===== config.mk =====
export PLATFORM = sky130hd
export DESIGN_NAME = pwm_sample_sequencer_flat
export DESIGN_NICKNAME = d
export VERILOG_FILES = /design/src/rtl/pwm_sample_sequencer_if.sv /design/src/rtl/pwm_sample_sequencer.sv /design/src/flat_wrapper.sv
export SDC_FILE = /design/constraint.sdc
export NUM_CORES = 1
export LEC_CHECK = 0
export ABC_AREA = 1
export BUFFER_PORTS_ARGS = -buffer_cell sky130_fd_sc_hd__buf_2
export CORE_UTILIZATION = 45
export DETAILED_ROUTE_END_ITERATION = 8
export PLACE_DENSITY = 0.67
export SLEW_MARGIN = 40
export SYNTH_ARGS = -nofsm -noshare
export SYNTH_HDL_FRONTEND = slang
export SYNTH_SLANG_ARGS = --single-unit

===== constraint.sdc =====
create_clock -name clk -period 1.7 [get_ports clk]
set_input_delay 0.085 -clock clk [delete_from_list [all_inputs] [get_ports clk]]
set_output_delay 0.085 -clock clk [all_outputs]
set_load 0.005 [all_outputs]

===== src/rtl/pwm_sample_sequencer_if.sv =====
// Sample-fetch handshake between the PWM sequencer and the sample table.
// The master (sequencer) raises smp_req with a stable smp_addr; the slave
// answers with a one-cycle smp_ack carrying smp_data.
interface pwm_sample_sequencer_if #(
  parameter int unsigned CNT_W  = 12,
  parameter int unsigned ADDR_W = 10
);
  logic              smp_req;
  logic [ADDR_W-1:0] smp_addr;
  logic              smp_ack;
  logic [CNT_W-1:0]  smp_data;

  modport master (output smp_req, output smp_addr, input smp_ack, input smp_data);
  modport slave  (input smp_req, input smp_addr, output smp_ack, output smp_data);
endinterface


===== src/rtl/pwm_sample_sequencer.sv =====
// Sine-table PWM sequencer: owns the period counter, fetches duty samples
// over a req/ack handshake and double-buffers them so every duty change
// lands on a period boundary. A stop always finishes the running period.
module pwm_sample_sequencer #(
  parameter int unsigned CNT_W   = 12,
  parameter int unsigned ADDR_W  = 10,
  parameter int unsigned TAB_LEN = 200
) (
  input  logic                   clk,
  input  logic                   rst,
  input  logic                   en,
  input  logic [CNT_W-1:0]       top,
  pwm_sample_sequencer_if.master smp,
  output logic [CNT_W-1:0]       cont,
  output logic [CNT_W-1:0]       duty,
  output logic                   saida,
  output logic                   wrap,
  output logic                   underrun,
  output logic                   busy
);

  typedef enum logic [1:0] {S_IDLE, S_PRIME, S_RUN, S_DRAIN} state_t;

  state_t              state_q, state_d;
  logic [CNT_W-1:0]    cont_q, cont_d;
  logic [CNT_W-1:0]    duty_q, duty_d;
  logic [CNT_W-1:0]    shadow_q, shadow_d;
  logic                shadow_vld_q, shadow_vld_d;
  logic [ADDR_W-1:0]   addr_q, addr_d;
  logic [CNT_W-1:0]    top_q, top_d;
  logic                underrun_q, underrun_d;
  logic                req_q, req_d;

  logic                active;
  logic                wrap_w;
  logic                ack_ok;
  logic [ADDR_W-1:0]   addr_inc;

  assign active   = (state_q == S_RUN) || (state_q == S_DRAIN);
  assign wrap_w   = active && (cont_q == top_q);
  assign ack_ok   = req_q && smp.smp_ack;
  assign addr_inc = (addr_q == ADDR_W'(TAB_LEN - 1)) ? '0 : addr_q + 1'b1;

  // State register and all datapath registers
  always_ff @(posedge clk) begin
    if (rst) begin
      state_q      <= S_IDLE;
      cont_q       <= '0;
      duty_q       <= '0;
      shadow_q     <= '0;
      shadow_vld_q <= 1'b0;
      addr_q       <= '0;
      top_q        <= '0;
      underrun_q   <= 1'b0;
      req_q        <= 1'b0;
    end else begin
      state_q      <= state_d;
      cont_q       <= cont_d;
      duty_q       <= duty_d;
      shadow_q     <= shadow_d;
      shadow_vld_q <= shadow_vld_d;
      addr_q       <= addr_d;
      top_q        <= top_d;
      underrun_q   <= underrun_d;
      req_q        <= req_d;
    end
  end

  // Next-state, counter, sample buffering and request generation
  always_comb begin
    state_d      = state_q;
    cont_d       = cont_q;
    duty_d       = duty_q;
    shadow_d     = shadow_q;
    shadow_vld_d = shadow_vld_q;
    addr_d       = addr_q;
    top_d        = top_q;
    underrun_d   = underrun_q;
    req_d        = 1'b0;

    case (state_q)
      S_IDLE: begin
        cont_d = '0;
        if (en) begin
          state_d      = S_PRIME;
          addr_d       = '0;
          underrun_d   = 1'b0;
          top_d        = top;
          shadow_vld_d = 1'b0;
        end
      end
      S_PRIME: begin
        cont_d = '0;
        if (!en) begin
          state_d = S_IDLE;
        end else if (ack_ok) begin
          duty_d  = smp.smp_data;
          addr_d  = addr_inc;
          state_d = S_RUN;
        end
      end
      S_RUN, S_DRAIN: begin
        cont_d = wrap_w ? '0 : cont_q + 1'b1;
        // An ack can only arrive while the shadow is empty, so an ack in the
        // wrap cycle fills the shadow while the wrap still counts as underrun.
        if (ack_ok) begin
          shadow_d     = smp.smp_data;
          shadow_vld_d = 1'b1;
          addr_d       = addr_inc;
        end
        if (wrap_w) begin
          top_d = top;
          if (shadow_vld_q) begin
            duty_d       = shadow_q;
            shadow_vld_d = 1'b0;
          end else begin
            underrun_d = 1'b1;
          end
        end
        if (en)                             state_d = S_RUN;
        else if (state_q == S_DRAIN && wrap_w) state_d = S_IDLE;
        else                                state_d = S_DRAIN;
      end
      default: state_d = S_IDLE;
    endcase

    // Request is registered: recomputed from the next state and dropped for
    // one cycle after every accepted ack.
    req_d = (state_d == S_PRIME) ||
            (((state_d == S_RUN) || (state_d == S_DRAIN)) && !shadow_vld_d);
    if (ack_ok) req_d = 1'b0;
  end

  assign smp.smp_req  = req_q;
  assign smp.smp_addr = addr_q;
  assign cont         = cont_q;
  assign duty         = duty_q;
  assign saida        = active && (cont_q < duty_q);
  assign wrap         = wrap_w;
  assign underrun     = underrun_q;
  assign busy         = (state_q != S_IDLE);

endmodule


===== src/flat_wrapper.sv =====
// flat-port wrapper written by rule: the top's interface ports become plain ports
module pwm_sample_sequencer_flat 
#(
  parameter int unsigned CNT_W   = 12,
  parameter int unsigned ADDR_W  = 10,
  parameter int unsigned TAB_LEN = 200
)
  (clk, rst, en, top, cont, duty, saida, wrap, underrun, busy, smp_smp_req, smp_smp_addr, smp_smp_ack, smp_smp_data);
  pwm_sample_sequencer_if #(.CNT_W(CNT_W), .ADDR_W(ADDR_W)) smp_i ();
  input  logic clk;
  input  logic rst;
  input  logic en;
  input  logic [CNT_W-1:0] top;
  output logic [CNT_W-1:0] cont;
  output logic [CNT_W-1:0] duty;
  output logic saida;
  output logic wrap;
  output logic underrun;
  output logic busy;
  output wire logic [$bits(smp_i.smp_req)-1:0] smp_smp_req;
  output wire logic [$bits(smp_i.smp_addr)-1:0] smp_smp_addr;
  input wire logic [$bits(smp_i.smp_ack)-1:0] smp_smp_ack;
  input wire logic [$bits(smp_i.smp_data)-1:0] smp_smp_data;
  assign smp_smp_req = smp_i.smp_req;
  assign smp_smp_addr = smp_i.smp_addr;
  assign smp_i.smp_ack = smp_smp_ack;
  assign smp_i.smp_data = smp_smp_data;
  pwm_sample_sequencer #(.CNT_W(CNT_W), .ADDR_W(ADDR_W), .TAB_LEN(TAB_LEN)) u_core (.clk(clk), .rst(rst), .en(en), .top(top), .smp(smp_i), .cont(cont), .duty(duty), .saida(saida), .wrap(wrap), .underrun(underrun), .busy(busy));
endmodule

==> key figures, run 1 <==
GRT
  – Pin count of the biggest net entering global routing: 24
  – Gr usage total: 0.214
  – First-pass GRT wire length: 12100 um
  – Initial antenna violation count: 0
  – GRT overflow: 0
  – Number of global-route vias before repair: 2680

Logic synthesis
  – Leading area contributor after synthesis: dfxtp_1
  – Mapped Area: 3100 um^2
  – Mapped Nets: 471
  – Synth warn: 0
  – Post-synth EDFFs: 0
  – Most common cell in the synthesized netlist: nand2_1
  – Main synth FF type: dfxtp_1
  – Dominant cells by area after synthesis: dfxtp_1 (41%), nand2_1 (10%), nor2_1 (7.8%), a21oi_1 (5.8%), inv_1 (5.7%)
  – Cells after Synth: 430
  – Top-area cell type share of the netlist area: 0.407
  – Avg Cell Area, Syn: 7.21 um^2
  – Synth Register Bits: 63
  – Async SR Flop Fraction: 0
  – Post-synthesis sequential area ratio: 0.407
  – Synth unique cells: 36
  – Commonest cells post-synth: nand2_1 (85), nor2_1 (64), dfxtp_1 (63), inv_1 (47), a21oi_1 (36)

Hold path
  – Worst Hold Path EP: u_core.top_q[0]
  – Hold path start: top[0]
  – Hold depth: 3
  – Hold/Removal Path Class: in -> reg

Routing
  – Vias per cell: 5.05
  – Vias: 3150
  – Post-route antenna net violation count: 0
  – Wirelength per Cell: 13.7 um
  – Final wirelength: 8550 um
  – First-pass detailed-route iteration total: 4
  – 1st-iter DRT viols: 129
  – DRC errors left: 0

Clock network
  – Clock tree sinks: 63
  – Clk_lat worst skew: 0.35 ns
  – Clk buf depth: 2
  – CTS tree: built
  – Reg clk slew, reported paths: 0.07 ns
  – CTS Buf Count: 9
  – Root Driver: clkbuf_8
  – H-tree Lvls: 3

Power and ir drop
  – Lkg Pwr: 2.00 nW
  – VDD IR-drop max: 0.406 mV
  – Total power: 3.27 mW
  – PD cells: 744 nW/um^2

Timing
  – Slew at the pin closest to its max-slew limit: 0.637 ns
  – RSZ-0062 raised after global routing: yes
  – Skew final: 0.00612 ns
  – Fmax achieved: 526 MHz
  – Final Hold Violating Endpoints: 2
  – Final setup viols: 27
  – Tcrit/Tclk final: 1.12
  – Fin worst setup slack: -0.203 ns
  – Hold slack: -0.00682 ns
  – Max-slew violations: 0
  – Min Clock Period, post-route: 1.90 ns
  – Slew HR: 0.575

Critical path
  – CP peak stage delay: 0.33 ns
  – CP dominant cell by count: a21oi_1
  – RR Startpoint: u_core.cont[1]
  – R2R depth: 14
  – R2R setup slack: -0.13 ns
  – WS Path Type: reg -> out
  – Critical path data required time: 1.62 ns
  – CP Max Fanout: 4
  – Worst setup EP type: output port
  – WP data arrival: 1.82 ns
  – Critical-path cell list: buf_4 -> ha_1 -> a21oi_1 -> nand2_1 -> a21oi_2 -> o21ai_1 -> a21oi_1 -> buf_2
  – RR Endpoint: u_core.top_q[3]
  – CP max-delay cell: dfxtp_2
  – Startpoint Class: flop

Floorplanning
  – Die W: 85.0 um
  – Core ar.: 6490 um^2
  – Die span in y: 85.0 um
  – Die area: 7220 um^2
  – Initial Utilization: 0.477
  – Num ports: 67
  – # rows: 29

Place
  – Placed Area: 3600 um^2
  – Dpl hpwl: 5420 um
  – IO Port Bufs: 66
  – GP Congestion: 0.898

Final layout
  – Design Area, Final: 4390 um^2
  – Layout area overhead: 41.7%
  – N_diodes: 0
  – Final nets: 584
  – Core Util, Final: 0.676
  – Layout cells sized above 1: 0.336

Outcome
  – Outcome: complete, but fails checks
  – Failing checks: negative hold slack, negative setup slack

Run
  – Max-cap viol count: 0
timing repair:
item,CTS,global route
hold buffers,16,0
cloned,0,6
setup buffers,2,5
pin swaps,5,28
setup endpoints to repair,3,32
gates resized for setup,11,73
hold endpoints to repair,18,0
critical path, delay by kind of cell, from the launching register on:
family                   cells  cell delay (ns)
flip-flops                   1             0.33
AND/OR/NAND/NOR              1             0.09
AO/OA/AOI/OAI                4             0.46
buffers and inverters        2             0.27
adder cells (fa/ha/maj)      1             0.31
placed cells by master, fill, tap and decap left out, drive strengths merged:
cell,netlist,routed
nand2,89,95
a31oi,1,1
or2,1,1
o211ai,1,1
buf,7,93
ha,13,13
o21ai,46,46
nor2,66,66
nor3,5,5
dlygate4sd3,0,16
and3,2,2
o31ai,2,2
nand3,11,11
inv,51,52
nand4,4,4
a211oi,1,1
clkbuf,6,10
dfxtp,63,63
a21boi,1,1
nor3b,6,6
clkinvlp,0,2
nor4,1,1
o21a,1,1
clkinv,1,2
xnor2,4,4
o22ai,1,1
a22oi,1,1
a21oi,36,36
bufinv,0,1
xor2,9,9
registers in the layout, summed over array words and instances (netlist names), 2 cells and up:
register,cells
u_core.cont,12
u_core.top_q,12
u_core.duty,12
u_core.state_q,2
u_core.shadow_q,12
u_core.smp.smp_addr,10
final cells by class:
type | instances | area [um^2]
fillers | 547 | 2100
repair buffers | 109 | 733
clock inverters | 5 | 58.8
well taps | 77 | 96.3
inverters | 52 | 203
multi-input cells | 308 | 1900
flip-flops and latches | 63 | 1270
clock buffers | 10 | 138
cell families after synthesis:
group / Yosys count / share of synthesized area
buffers and inverters: 65 / 0.0892
flip-flops: 63 / 0.407
XOR/XNOR: 13 / 0.0367
adder cells (fa/ha/maj): 13 / 0.0525
AND/OR/NAND/NOR: 185 / 0.256
AO/OA/AOI/OAI: 91 / 0.159
routing by layer:
| layer | share of wire | GRT usage | vias to the layer above | wire length (um) |
|---|---|---|---|---|
| li1 | - | - | 1617 | - |
| met1 | 0.46 | 0.293 | 1442 | 3940 |
| met2 | 0.48 | 0.331 | 79 | 4110 |
| met3 | 0.041 | 0.0477 | 12 | 350 |
| met4 | 0.017 | 0.0770 | 0 | 143 |
| met5 | 0 | 0 | - | 0 |
worst max-delay path by stage:
stage	start	endpoint	slack, ns
after floorplan	u_core.cont[1]	u_core.cont[10]	0.20
after CTS	u_core.duty[1]	saida	-0.24
after detailed placement	u_core.cont[1]	u_core.cont[10]	-0.02
after global routing	u_core.cont[7]	saida	-0.33
final	u_core.cont[3]	saida	-0.20
after global placement	u_core.cont[1]	u_core.cont[10]	-0.004
stage by stage:
stage / worst slack, ns / setup TNS, ns / hold WS (ns) / std cells
after floorplan: 0.196 / 0 / 0.154 / 430
after global placement: -0.00377 / -0.00377 / 0.329 / 580
after detailed placement: -0.0165 / -0.0165 / 0.332 / 580
after CTS: -0.242 / -0.272 / 0.0121 / 613
after global routing: -0.332 / -7.42 / 0.00667 / 624
final: -0.203 / -2.20 / -0.00682 / 624
power by group:
| part | internal (mW) | switching [mW] |
|---|---|---|
| clock | 0.708 | 0.617 |
| combinational | 0.171 | 0.230 |
| sequential | 1.51 | 0.0280 |
| total | 2.39 | 0.875 |
No activity file was read; power rests on OpenSTA's default activity.
==> run 2: changes to the inputs <==
Settings changed: CORE_ASPECT_RATIO set to 0.8.
==> key figures, run 2 (synthesis results as in run 1) <==
Outcome
  – Outcome: complete, but fails checks (unchanged)
  – Failing checks: negative setup slack (was negative hold slack, negative setup slack)

Floorplanning
  – # rows: 26 (was 29)
  – Die area: 7220 um^2 (about the same)
  – Initial Utilization: 0.476 (was 0.477)
  – Num ports: 67 (unchanged)
  – Core ar.: 6510 um^2 (was 6490 um^2)
  – Die W: 94.8 um (was 85.0 um)
  – Die span in y: 76.2 um (was 85.0 um)

Place
  – GP Congestion: 0.858 (was 0.898)
  – Dpl hpwl: 5510 um (was 5420 um)
  – Placed Cells: 587 (was 580)
  – Placed Area: 3600 um^2 (about the same)
  – IO Port Bufs: 66 (unchanged)

Critical path
  – WP data arrival: 1.80 ns (was 1.82 ns)
  – Top delay family on crit path: compound AO/OA/AOI/OAI gates (unchanged)
  – WS Path Type: reg -> out (unchanged)
  – CP Max Fanout: 2 (was 4)
  – Critical path data required time: 1.62 ns (about the same)
  – Startpoint Class: flop (unchanged)
  – Worst setup EP type: output port (unchanged)
  – CP max-delay cell: dfxtp_2 (unchanged)
  – Buf+Inv Stages, Crit Path: 2 (unchanged)
  – CP peak stage delay: 0.33 ns (about the same)
  – Critical-path cell list: inv_2 -> ha_4 -> a21boi_2 -> o211ai_1 -> nand2_1 -> a21oi_2 -> o21ai_1 -> a21oi_1 -> buf_2 (was buf_4 -> ha_1 -> a21oi_1 -> nand2_1 -> a21oi_2 -> o21ai_1 -> a21oi_1 -> buf_2)

Clock network
  – Clk buf depth: 2 (unchanged)
  – Reg clk slew, reported paths: 0.06 ns (was 0.07 ns)
  – CTS tree: built (unchanged)
  – Clk_lat worst skew: 0.34 ns (was 0.35 ns)
  – Clock tree sinks: 63 (unchanged)
  – Root Driver: clkbuf_8 (unchanged)
  – H-tree Lvls: 3 (unchanged)
  – CTS Buf Count: 9 (unchanged)

Final layout
  – Register area: 1270 um^2 (about the same)
  – N_diodes: 0 (unchanged)
  – Layout cells sized above 1: 0.336 (about the same)
  – FILL cells: 571 (was 547)
  – Finished Layout Cells: 629 (was 624)
  – Multi-input logic area: 1870 um^2 (was 1900 um^2)
  – Commonest non-fill, non-tap cell in the layout: nand2_1 (unchanged)
  – Layout area overhead: 40.0% (was 41.7%)
  – Final nets: 583 (was 584)
  – Design Area, Final: 4340 um^2 (was 4390 um^2)
  – Most frequent cells in the layout: nand2_1 (82), buf_2 (66), nor2_1 (56), dfxtp_1 (56), inv_1 (44) (was nand2_1 (85), buf_2 (66), nor2_1 (61))

Run
  – Max-cap viol count: 0 (unchanged)

Routing
  – Vias per cell: 4.96 (was 5.05)
  – 1st-iter DRT viols: 144 (was 129)
  – Final wirelength: 8570 um (was 8550 um)
  – DRC errors left: 0 (unchanged)
  – Wirelength per Cell: 13.6 um (was 13.7 um)
  – First-pass detailed-route iteration total: 5 (was 4)
  – Post-route antenna net violation count: 0 (unchanged)
  – Vias: 3117 (was 3150)

Timing
  – Max-slew violations: 0 (unchanged)
  – Skew final: 0.00607 ns (was 0.00612 ns)
  – Fmax achieved: 529 MHz (was 526 MHz)
  – RSZ-0062 raised after global routing: yes (unchanged)
  – Final setup viols: 21 (was 27)
  – Final Hold Violating Endpoints: 0 (was 2)
  – Min Clock Period, post-route: 1.89 ns (was 1.90 ns)
  – Setup TNS: -0.879 ns (was -2.20 ns)
  – Hold slack: 0.00473 ns (was -0.00682 ns)
  – Slew HR: 0.654 (was 0.575)
  – Fin worst setup slack: -0.190 ns (was -0.203 ns)
  – Slew at the pin closest to its max-slew limit: 0.517 ns (was 0.637 ns)
  – Tcrit/Tclk final: 1.11 (was 1.12)

GRT
  – Initial antenna violation count: 0 (unchanged)
  – First-pass GRT wire length: 13000 um (was 12100 um)
  – Pin count of the biggest net entering global routing: 36 (was 24)
  – Gr usage total: 0.232 (was 0.214)
  – Number of global-route vias before repair: 2852 (was 2680)
  – GRT overflow: 0 (unchanged)

Power and ir drop
  – Clock power share: 0.350 (was 0.405)
  – Comb power frac: 0.136 (was 0.123)
  – PD cells: 692 nW/um^2 (was 744 nW/um^2)
  – Net Sw Power: 802 uW (was 875 uW)
  – VDD IR-drop max: 0.530 mV (was 0.406 mV)
  – Lkg Pwr: 1.98 nW (was 2.00 nW)
  – Seq pwr share: 0.514 (was 0.472)
  – P_int: 2.20 mW (was 2.39 mW)
  – Total power: 3.00 mW (was 3.27 mW)
  – Sw Share: 0.267 (was 0.268)

Hold path
  – Hold/Removal Path Class: in -> reg (unchanged)
## run 2: worst register-to-register path, cell delays in order (launching register included)
cell     delay (ns)
dfxtp_4        0.36
buf_6          0.13
inv_2          0.05
nand2_2        0.04
nand2_1        0.06
nand2_1        0.05
nor2_1         0.07
nand2_1        0.06
nor2_2         0.13
inv_2          0.07
buf_6          0.13
nand2_8        0.11
buf_12         0.14
nand2_8        0.08
o21ai_2        0.13
a21oi_1        0.05
## run 2: path summary, 6_finish.rpt
kind                       start                   to  slack (ns)  cells past startpoint
max               u_core.duty[1]                saida       -0.19                      9
min                       top[1]      u_core.top_q[1]       0.005                      3
min reg2reg  u_core.shadow_q[11]  u_core.shadow_q[11]        0.45                      2
max reg2reg       u_core.cont[1]      u_core.top_q[8]       -0.05                     15
## run 2: per-layer routing
metal	global-route usage	part of all wire
met1	0.319	0.48
met2	0.350	0.46
met3	0.0479	0.047
met4	0.0955	0.013
met5	0	0
## run 2: per-stage QoR
stage / worst slack (ns) / util
after CTS: -0.217 / 0.614
after global placement: 0.0429 / 0.554
after floorplan: 0.196 / -
after detailed placement: -0.00131 / 0.554
final: -0.190 / 0.667
after global routing: -0.261 / 0.667
## run 2: power by group through the flow
stage	clock, mW	sequential [mW]	combinational (mW)
after floorplan	0	1.57	0.187
after global placement	0	1.57	0.286
after detailed placement	0	1.58	0.289
after CTS	1.07	1.54	0.335
after global routing	1.15	1.55	0.449
final	1.05	1.54	0.409
## run 2: cell type report
cell class                 count  share of cell area
tap                           84              0.0242
clock buffer                  12              0.0311
sequential                    63               0.293
inverter                      52              0.0479
multi-input combinational    306               0.431
clock inverter                 2             0.00231
timing repair buffer         110               0.170
## run 2: timing repair
item / in CTS / in global routing
pin swaps: 7 / 26
buffers inserted: 3 / 9
endpoints found under the hold margin: 17 / 0
setup endpoints to repair: 3 / 52
gates resized for setup: 24 / 64
cloned: 0 / 4
hold buffers: 14 / 0
==> run 3: changes to the inputs <==
Settings changed: PLACE_DENSITY 0.67 to 0.7.
==> key figures, run 3 (synthesis results as in run 1) <==
Final layout
  – N_diodes: 0 (unchanged)
  – FILL cells: 524 (was 571)
  – Layout area overhead: 41.7% (was 40.0%)
  – Most frequent cells in the layout: nand2_1 (83), buf_2 (66), nor2_1 (61) (was nand2_1 (82), buf_2 (66), nor2_1 (56), dfxtp_1 (56), inv_1 (44))
  – Commonest non-fill, non-tap cell in the layout: nand2_1 (unchanged)
  – Final nets: 582 (was 583)
  – Finished Layout Cells: 628 (was 629)
  – Core Util, Final: 0.675 (was 0.667)
  – Layout cells sized above 1: 0.329 (was 0.336)
  – Design Area, Final: 4390 um^2 (was 4340 um^2)

Critical path
  – Critical-path cell list: ha_4 -> a21boi_2 -> o211ai_1 -> nand2_1 -> a21oi_2 -> o21ai_1 -> a21oi_1 -> buf_2 (was inv_2 -> ha_4 -> a21boi_2 -> o211ai_1 -> nand2_1 -> a21oi_2 -> o21ai_1 -> a21oi_1 -> buf_2)
  – Worst setup EP type: output port (unchanged)
  – CP peak stage delay: 0.36 ns (was 0.33 ns)
  – CP max-delay cell: dfxtp_4 (was dfxtp_2)
  – Critical path data required time: 1.62 ns (about the same)
  – R2R depth: 13 (was 15)
  – CP Max Fanout: 2 (unchanged)
  – Startpoint Class: flop (unchanged)
  – WP data arrival: 1.75 ns (was 1.80 ns)
  – WS Path Type: reg -> out (unchanged)

Place
  – GP Congestion: 0.864 (was 0.858)
  – Pre-CTS WS: -0.0292 ns (was -0.00131 ns)
  – Placed Area: 3600 um^2 (about the same)
  – IO Port Bufs: 66 (unchanged)
  – Dpl hpwl: 5520 um (was 5510 um)
  – Placed Cells: 585 (was 587)

Timing
  – Min Clock Period, post-route: 1.84 ns (was 1.89 ns)
  – Slew at the pin closest to its max-slew limit: 0.548 ns (was 0.517 ns)
  – RSZ-0062 raised after global routing: yes (unchanged)
  – Max-slew violations: 0 (unchanged)
  – Skew final: 0.00684 ns (was 0.00607 ns)
  – Tcrit/Tclk final: 1.08 (was 1.11)
  – Fmax achieved: 545 MHz (was 529 MHz)
  – Final setup viols: 12 (was 21)
  – Slew HR: 0.633 (was 0.654)
  – Final Hold Violating Endpoints: 0 (unchanged)
  – Fin worst setup slack: -0.135 ns (was -0.190 ns)

Routing
  – First-pass detailed-route iteration total: 5 (unchanged)
  – Vias per cell: 4.97 (was 4.96)
  – 1st-iter DRT viols: 142 (was 144)
  – Final wirelength: 8400 um (was 8570 um)
  – Vias: 3120 (was 3117)
  – DRC errors left: 0 (unchanged)
  – Post-route antenna net violation count: 0 (unchanged)
  – Wirelength per Cell: 13.4 um (was 13.6 um)

Clock network
  – H-tree Lvls: 3 (unchanged)
  – Root Driver: clkbuf_8 (unchanged)
  – CTS tree: built (unchanged)
  – CTS Buf Count: 9 (unchanged)
  – Clock tree sinks: 63 (unchanged)
  – Clk buf depth: 2 (unchanged)
  – Clk_lat worst skew: 0.34 ns (about the same)
  – Reg clk slew, reported paths: 0.07 ns (was 0.06 ns)

Power and ir drop
  – PD cells: 702 nW/um^2 (was 692 nW/um^2)
  – VDD IR-drop max: 0.425 mV (was 0.530 mV)
  – Lkg Pwr: 1.97 nW (was 1.98 nW)

GRT
  – Pin count of the biggest net entering global routing: 28 (was 36)
  – Number of global-route vias before repair: 2752 (was 2852)
  – First-pass GRT wire length: 12400 um (was 13000 um)
  – Gr usage total: 0.220 (was 0.232)
  – GRT overflow: 0 (unchanged)
  – Initial antenna violation count: 0 (unchanged)

Outcome
  – Failing checks: negative setup slack (unchanged)
  – Outcome: complete, but fails checks (unchanged)

Floorplanning
  – # rows: 26 (unchanged)
  – Initial Utilization: 0.476 (unchanged)
  – Die area: 7220 um^2 (unchanged)
  – Core ar.: 6510 um^2 (unchanged)
  – Num ports: 67 (unchanged)
  – Die W: 94.8 um (unchanged)
  – Die span in y: 76.2 um (unchanged)

Run
  – Max-cap viol count: 0 (unchanged)

Hold path
  – Hold/Removal Path Class: in -> reg (unchanged)
  – Hold depth: 3 (unchanged)
run 3: repair_timing:
action | 4_1_cts | 5_1_grt
pin swaps | 7 | 38
gates cloned | 0 | 6
endpoints found under the hold margin | 15 | 3
setup endpoints to repair | 3 | 33
hold buffers | 12 | 3
gates resized for setup | 16 | 72
buffers inserted | 2 | 7
run 3: power breakdown:
part           internal, mW  total (mW)  switching, mW  leakage (nW)
Combinational         0.175       0.407          0.232          1.37
Sequential             1.51        1.54         0.0283         0.513
Clock                 0.592        1.13          0.541        0.0854
Total                  2.28        3.08          0.801          1.97
run 3: path summary, 6_finish.rpt:
kind	endpoint	from	slack, ns
max	saida	u_core.cont[1]	-0.14
min	u_core.top_q[2]	top[2]	0.003
max reg2reg	u_core.duty[7]	u_core.cont[1]	-0.04
min reg2reg	u_core.shadow_q[0]	u_core.shadow_q[0]	0.45
run 3: layout make-up:
| type | count | area [um^2] | area share |
|---|---|---|---|
| Clock buffer | 13 | 159 | 0.0362 |
| Clock inverter | 1 | 5.00 | 0.00114 |
| Inverter | 52 | 211 | 0.0482 |
| Multi-Input combinational cell | 308 | 1920 | 0.438 |
| Sequential cell | 63 | 1270 | 0.289 |
| Tap cell | 84 | 105 | 0.0239 |
| Timing Repair Buffer | 107 | 719 | 0.164 |
run 3: critical path: cells and delay by family (launching register included):
kind                       cells  cell delay (ns)
DFF                            1             0.36
buffers and inverters          1             0.12
and+or+nand+nor                1             0.09
AOI/OAI and AO/OA              5             0.62
adders and majority gates      1             0.23
run 3: metal layers:
metal / vias to the layer above / track usage / part of all wire
li1: 1616 / - / -
met1: 1408 / 0.294 / 0.49
met2: 84 / 0.340 / 0.45
met3: 12 / 0.0669 / 0.048
met4: 0 / 0.0667 / 0.014
met5: - / 0 / 0
run 3: stage by stage:
step | hold slack, ns | total power, mW | setup TNS [ns]
after detailed placement | 0.330 | 1.86 | -0.0292
after global routing | 0.00674 | 3.22 | -4.07
after CTS | 0.00157 | 3.00 | -0.315
after global placement | 0.325 | 1.85 | 0
final | 0.00318 | 3.08 | -0.350
after floorplan | 0.154 | 1.76 | 0
